<file path="config.mk">
export PLATFORM = sky130hd
export DESIGN_NAME = usb_rx_framer
export DESIGN_NICKNAME = d
export VERILOG_FILES = /design/src/rtl/usb_rx_framer.sv
export SDC_FILE = /design/constraint.sdc
export NUM_CORES = 1
export LEC_CHECK = 0
export BUFFER_PORTS_ARGS = -buffer_cell sky130_fd_sc_hd__buf_2
export CAP_MARGIN = 40
export CORE_MARGIN = 2
export CORE_UTILIZATION = 40
export CTS_CLUSTER_SIZE = 25
export DETAILED_ROUTE_END_ITERATION = 6
export PLACE_DENSITY = 0.61
export SYNTH_ARGS = -nofsm -noshare
export SYNTH_HDL_FRONTEND = slang
export SYNTH_SLANG_ARGS = --single-unit
</file>
<file path="constraint.sdc">
create_clock -name clk -period 19.42 [get_ports clk]
set_input_delay 2.913 -clock clk [delete_from_list [all_inputs] [get_ports clk]]
set_output_delay 2.913 -clock clk [all_outputs]
set_load 0.02 [all_outputs]
</file>
<file path="src/rtl/usb_rx_framer.sv">
// ---------------------------------------------------------------------------
// usb_rx_framer
// Receive framer for the USB byte stream. Bytes are grouped into packets by
// an idle timeout. The first two bytes of a packet form a little-endian start
// address. Every following byte becomes an (address, data, first) write
// through a first-word fall-through FIFO with a valid/ready handshake.
//
// Ports:
//   clk, rst         clock, asynchronous active-high reset
//   USB_FWRn, USB_D  USB write strobe (active low) and data bus
//   wr_valid/ready   FIFO head handshake
//   wr_adr/data      head write address / data
//   wr_first         head entry is the first data byte of its packet
//   pkt_done         pulse: packet with at least one data byte ended
//   err_short        pulse: packet ended with fewer than 3 bytes
//   err_long         pulse: byte MAX_PKT+1 arrived (once per packet)
//   overflow         sticky: a data byte was dropped on a full FIFO
// ---------------------------------------------------------------------------
module usb_rx_framer #(
   parameter int TIMEOUT = 8,
   parameter int MAX_PKT = 64,
   parameter int FIFO_AW = 4
) (
   input  logic        clk,
   input  logic        rst,
   input  logic        USB_FWRn,
   input  logic [7:0]  USB_D,
   output logic        wr_valid,
   input  logic        wr_ready,
   output logic [15:0] wr_adr,
   output logic [7:0]  wr_data,
   output logic        wr_first,
   output logic        pkt_done,
   output logic        err_short,
   output logic        err_long,
   output logic        overflow
);

   localparam int ENTRY_W = 25;
   localparam int DEPTH   = 1 << FIFO_AW;
   localparam logic [FIFO_AW:0] DEPTH_P = {1'b1, {FIFO_AW{1'b0}}};
   localparam logic [7:0] TIMEOUT_P = 8'(TIMEOUT);
   localparam logic [7:0] TIMEOUT_M1 = 8'(TIMEOUT - 1);
   // MAX_PKT must stay below 128 so it fits the 7-bit byte counter
   localparam logic [6:0] MAX_CNT = 7'(MAX_PKT);

   typedef enum logic [1:0] {
      ADR_LO  = 2'd0,
      ADR_HI  = 2'd1,
      DATA    = 2'd2,
      DISCARD = 2'd3
   } state_t;

   logic               strb_q;
   logic [7:0]         d_q;
   logic [7:0]         idle_q, idle_d;
   state_t             state_q, state_d;
   logic [15:0]        adr_q, adr_d;
   logic [6:0]         cnt_q, cnt_d;
   logic               pkt_done_q, pkt_done_d;
   logic               err_short_q, err_short_d;
   logic               err_long_q, err_long_d;
   logic               overflow_q, overflow_d;
   logic [FIFO_AW:0]   wr_ptr_q, wr_ptr_d;
   logic [FIFO_AW:0]   rd_ptr_q, rd_ptr_d;
   logic [ENTRY_W-1:0] mem_q [DEPTH];

   logic               timeout_s;
   logic               push_s;
   logic               do_push_s;
   logic               do_pop_s;
   logic               fifo_full_s;
   logic               fifo_valid_s;
   logic               first_s;
   logic [ENTRY_W-1:0] head_s;

   // Idle counter and FIFO status; full is judged on start-of-cycle occupancy
   always_comb begin
      if (strb_q) begin
         idle_d = 8'd0;
      end else if (idle_q == TIMEOUT_P) begin
         idle_d = TIMEOUT_P;
      end else begin
         idle_d = idle_q + 8'd1;
      end
      // timeout is the cycle in which the counter reaches TIMEOUT
      timeout_s    = ~strb_q & (idle_q == TIMEOUT_M1);
      fifo_valid_s = (wr_ptr_q != rd_ptr_q);
      fifo_full_s  = ((wr_ptr_q - rd_ptr_q) == DEPTH_P);
      first_s      = (cnt_q == 7'd2);
      do_push_s    = push_s & ~fifo_full_s;
      do_pop_s     = fifo_valid_s & wr_ready;
      if (do_push_s) begin
         wr_ptr_d = wr_ptr_q + {{FIFO_AW{1'b0}}, 1'b1};
      end else begin
         wr_ptr_d = wr_ptr_q;
      end
      if (do_pop_s) begin
         rd_ptr_d = rd_ptr_q + {{FIFO_AW{1'b0}}, 1'b1};
      end else begin
         rd_ptr_d = rd_ptr_q;
      end
   end

   // Framing state machine: address capture, data pushes, length and timeout handling
   always_comb begin
      state_d     = state_q;
      adr_d       = adr_q;
      cnt_d       = cnt_q;
      push_s      = 1'b0;
      pkt_done_d  = 1'b0;
      err_short_d = 1'b0;
      err_long_d  = 1'b0;
      overflow_d  = overflow_q;
      if (strb_q) begin
         case (state_q)
            ADR_LO: begin
               adr_d[7:0] = d_q;
               cnt_d      = 7'd1;
               state_d    = ADR_HI;
            end
            ADR_HI: begin
               adr_d[15:8] = d_q;
               cnt_d       = 7'd2;
               state_d     = DATA;
            end
            DATA: begin
               if (cnt_q == MAX_CNT) begin
                  state_d    = DISCARD;
                  err_long_d = 1'b1;
               end else begin
                  // address advances even when the byte is dropped, so later
                  // bytes keep their correct addresses
                  push_s = 1'b1;
                  adr_d  = adr_q + 16'd1;
                  cnt_d  = cnt_q + 7'd1;
                  if (fifo_full_s) begin
                     overflow_d = 1'b1;
                  end else begin
                     overflow_d = overflow_q;
                  end
               end
            end
            DISCARD: state_d = DISCARD;
            default: state_d = ADR_LO;
         endcase
      end else if (timeout_s) begin
         case (state_q)
            ADR_LO: state_d = ADR_LO;
            ADR_HI: begin
               state_d     = ADR_LO;
               cnt_d       = 7'd0;
               err_short_d = 1'b1;
            end
            DATA: begin
               state_d = ADR_LO;
               cnt_d   = 7'd0;
               // a 2-byte packet reaches DATA without pushing anything
               if (cnt_q == 7'd2) begin
                  err_short_d = 1'b1;
               end else begin
                  pkt_done_d = 1'b1;
               end
            end
            DISCARD: begin
               state_d    = ADR_LO;
               cnt_d      = 7'd0;
               pkt_done_d = 1'b1;
            end
            default: state_d = ADR_LO;
         endcase
      end else begin
         state_d = state_q;
      end
   end

   // All control and status registers
   always_ff @(posedge clk or posedge rst) begin
      if (rst) begin
         strb_q      <= 1'b0;
         d_q         <= 8'h00;
         idle_q      <= TIMEOUT_P;
         state_q     <= ADR_LO;
         adr_q       <= 16'h0000;
         cnt_q       <= 7'd0;
         pkt_done_q  <= 1'b0;
         err_short_q <= 1'b0;
         err_long_q  <= 1'b0;
         overflow_q  <= 1'b0;
         wr_ptr_q    <= {(FIFO_AW + 1){1'b0}};
         rd_ptr_q    <= {(FIFO_AW + 1){1'b0}};
      end else begin
         strb_q      <= ~USB_FWRn;
         d_q         <= USB_D;
         idle_q      <= idle_d;
         state_q     <= state_d;
         adr_q       <= adr_d;
         cnt_q       <= cnt_d;
         pkt_done_q  <= pkt_done_d;
         err_short_q <= err_short_d;
         err_long_q  <= err_long_d;
         overflow_q  <= overflow_d;
         wr_ptr_q    <= wr_ptr_d;
         rd_ptr_q    <= rd_ptr_d;
      end
   end

   // FIFO storage; cleared on reset so the head outputs read zero
   always_ff @(posedge clk or posedge rst) begin
      if (rst) begin
         for (int i = 0; i < DEPTH; i++) begin
            mem_q[i] <= {ENTRY_W{1'b0}};
         end
      end else if (do_push_s) begin
         mem_q[wr_ptr_q[FIFO_AW-1:0]] <= {adr_q, d_q, first_s};
      end
   end

   assign head_s    = mem_q[rd_ptr_q[FIFO_AW-1:0]];
   assign wr_valid  = fifo_valid_s;
   assign wr_adr    = head_s[24:9];
   assign wr_data   = head_s[8:1];
   assign wr_first  = head_s[0];
   assign pkt_done  = pkt_done_q;
   assign err_short = err_short_q;
   assign err_long  = err_long_q;
   assign overflow  = overflow_q;

endmodule

</file>
==> out/summary.txt <==
Die X = 232 um
Vias in the first global route = 14,600
RSZ-0062 raised after global routing = no
CP endpoint kind = primary output
Die footprint = 54,000 um^2
Initial core utilization = 0.406
Main area contributors after synthesis = dfrtp_1 (55%), o2bb2ai_1 (17%), mux4_2 (13%)
DP HPWL = 34.2 mm
Worst Min Path Start = idle_q[0]$_DFF_PP0_
CTS Sinks = 456
Hold Path End = idle_q[0]$_DFF_PP0_
# hold bufs at CTS = 0
Total GRT Usage = 0.234
Asr flop ratio synth = 1.00
PwrDens = 167 nW/um^2
Max Root-Sink Buffers = 3
Yosys top cell area share = 0.546
H-tree depth = 2
Skew final = 0.0159 ns
Worst hold path class = register to register
Synth Instances = 1,483
Vias/cell = 6.37
Worst-path clk slew = 0.06 ns
TritonCTS clock tree = built
Buffers on Ports = 41
Max FO, Critical Path = 30
Final setup violation count = 0
F_max = 0.157 GHz
Mapped Area = 20,900 um^2
R2R Setup Slk = 15.16 ns
Synth warnings = 0
Post-detailed-routing wire length = 61.4 mm
Core ar. = 51,400 um^2
Final period utilization = 0.328
Layout cells sized above 1 = 0.214
Worst hold path depth = 1
Final setup TNS = 0 ns
MaxCap Viol Count = 0
Final Power = 3.90 mW
Later-pin clock latency in the skew report = 0.59 ns
CP arrival = 3.46 ns
# fillers = 4,505
Critical Path RT = 16.51 ns
Cell Rows = 83
Inserted Clock Buffers = 50
Final slew viol count = 0
Most used DFF post-synth = dfrtp_1
WL/cell = 28.1 um
Syn_nets = 1,514
First-pass DRT Iterations = 7
First-pass GRT wire length = 94.1 mm
Max-slew headroom = 0.365
Crit start category = register
WS Path Type = register to primary output
Static leakage = 9.55 nW
Root Buffer = clkbuf_16
Flops & latches, synth = 456
Post-synth EDFFs = 0
Drc violations = 0
R2R cell count = 9
Grt ovf = 0
Peak supply drop = 122 uV
Post-cts gate resize count = 0
Routed via count = 13,900
Initial antenna violation count = 4
Drt initial violations = 1,272
Status = complete, no violations
Reg2reg start = rd_ptr_q[3]$_DFFE_PP0P_
Slew @ Worst Pin = 0.953 ns
Sequential-to-total area share from yosys stat = 0.547
Post CTS Setup Buffer Count = 0
FF-to-FF End = mem_q[311]$_DFFE_PP0P_
Final Hold Fails = 0
Tmin final = 6.37 ns
Largest net degree at the start of global routing = 175
Routed Antenna Nets = 0
Die height = 232 um
Post-layout net count = 1,497
GP Congestion = 0.806
Layout area overhead = 12.2%
I/O Pins = 42
Synthesized area per cell = 14.1 um^2
Count of cell types in the netlist = 58
Area leader, netlist = dfrtp_1
## stage by stage
stage	worst slack [ns]	cell area (um^2)	hold slack, ns	instances	utilization
2_1_floorplan	3.80	20900	0.432	1483	-
3_3_place_gp	13.03	21300	0.447	2078	0.414
3_5_place_dp	13.62	21600	0.462	2093	0.421
4_1_cts	12.99	23400	0.469	2185	0.455
5_1_grt	12.85	23400	0.493	2186	0.455
6_report	13.05	23400	0.467	2187	0.455
## cell usage after synthesis (all sizes together) (2+ instances only)
library cell	count
o21bai	2
nor2b	4
or2	2
o21ai	18
nor4	3
nand3	23
xnor2	14
nor2	25
xor2	5
o31ai	4
and4	3
buf	106
a21oi	23
o22ai	5
ha	19
nand4	20
nand2	119
nor3	2
mux2i	2
o2bb2ai	400
a2bb2oi	2
mux4	125
clkbuf	37
nand2b	3
inv	21
dfrtp	455
and2	3
and3	6
o22a	10
a31oi	6
## metal layers
| layer | up-vias | part of all wire | track usage |
|---|---|---|---|
| li1 | 5811 | - | - |
| met1 | 7371 | 0.42 | 0.324 |
| met2 | 621 | 0.47 | 0.364 |
| met3 | 130 | 0.082 | 0.0504 |
| met4 | 4 | 0.030 | 0.0795 |
| met5 | - | 0.00034 | 0 |
## final cells by class
cell class                      count  area (um^2)  area share
Sequential cell                   456        11400       0.488
Multi-Input combinational cell    863         8600       0.367
Clock buffer                       69         1440      0.0617
Tap cell                          680          851      0.0363
Timing Repair Buffer               74          671      0.0286
Clock inverter                     23          339      0.0145
Inverter                           21         86.3     0.00369
Antenna cell                        1         2.50    0.000107
## worst max-delay path, stage by stage (launching register included)
cell     delay [ns]
dfrtp_4        0.75
buf_4          0.48
buf_16         0.29
mux4_2         0.53
mux4_2         0.58
buf_2          0.20
## cell usage in the layout (no fill, tap or decap), types with 5 or more instances in the layout
cell / n
o2bb2ai_1: 400
buf_12: 8
mux4_2: 125
and3_1: 6
clkbuf_1: 8
o22ai_1: 5
ha_1: 15
inv_1: 19
xnor2_1: 14
xor2_1: 5
buf_4: 18
clkbuf_8: 10
nor2_1: 24
dfrtp_1: 452
clkbuf_16: 51
nand4_4: 16
o21ai_0: 16
nand2_1: 119
nand3_1: 19
buf_16: 6
o22a_1: 10
clkinv_2: 7
a31oi_1: 6
clkinvlp_4: 5
buf_2: 42
bufinv_16: 8
a21oi_1: 23
## cells by family after synthesis
family	share of synthesized area
AO/OA/AOI/OAI	0.193
XOR/XNOR	0.00798
adder cells (fa/ha/maj)	0.0114
buffers and inverters	0.0443
flip-flops	0.547
multiplexers	0.136
AND/OR/NAND/NOR	0.0595
## power by group
group          internal, mW  switching (mW)  leakage [nW]  total, mW
clock network         0.627           0.398         0.864       1.02
logic                 0.638           0.728          2.60       1.37
registers              1.24           0.263          6.09       1.51
total                  2.51            1.39          9.55       3.90
## registers in the layout, indices dropped and copies added, names as in the netlist
register / cells
mem_q: 400
adr_q: 16
d_q: 8
idle_q: 8
cnt_q: 7
rd_ptr_q: 5
wr_ptr_q: 5
state_q: 2
err_long: 1
err_short: 1
overflow: 1
pkt_done: 1
strb_q: 1
## worst max-delay path by stage
stage,start,to,slack [ns],cells past startpoint
after floorplan,rst,adr_q[0]$_DFFE_PP0P_,3.80,1
after global placement,rd_ptr_q[0]$_DFFE_PP0P_,wr_adr[15],13.03,4
after CTS,rd_ptr_q[0]$_DFFE_PP0P_,wr_adr[15],12.99,5
after global routing,rd_ptr_q[0]$_DFFE_PP0P_,wr_data[0],12.85,5
after detailed placement,rd_ptr_q[0]$_DFFE_PP0P_,wr_adr[15],13.62,5
final,rd_ptr_q[0]$_DFFE_PP0P_,wr_data[0],13.05,5
(Power assumes the default switching activity.)
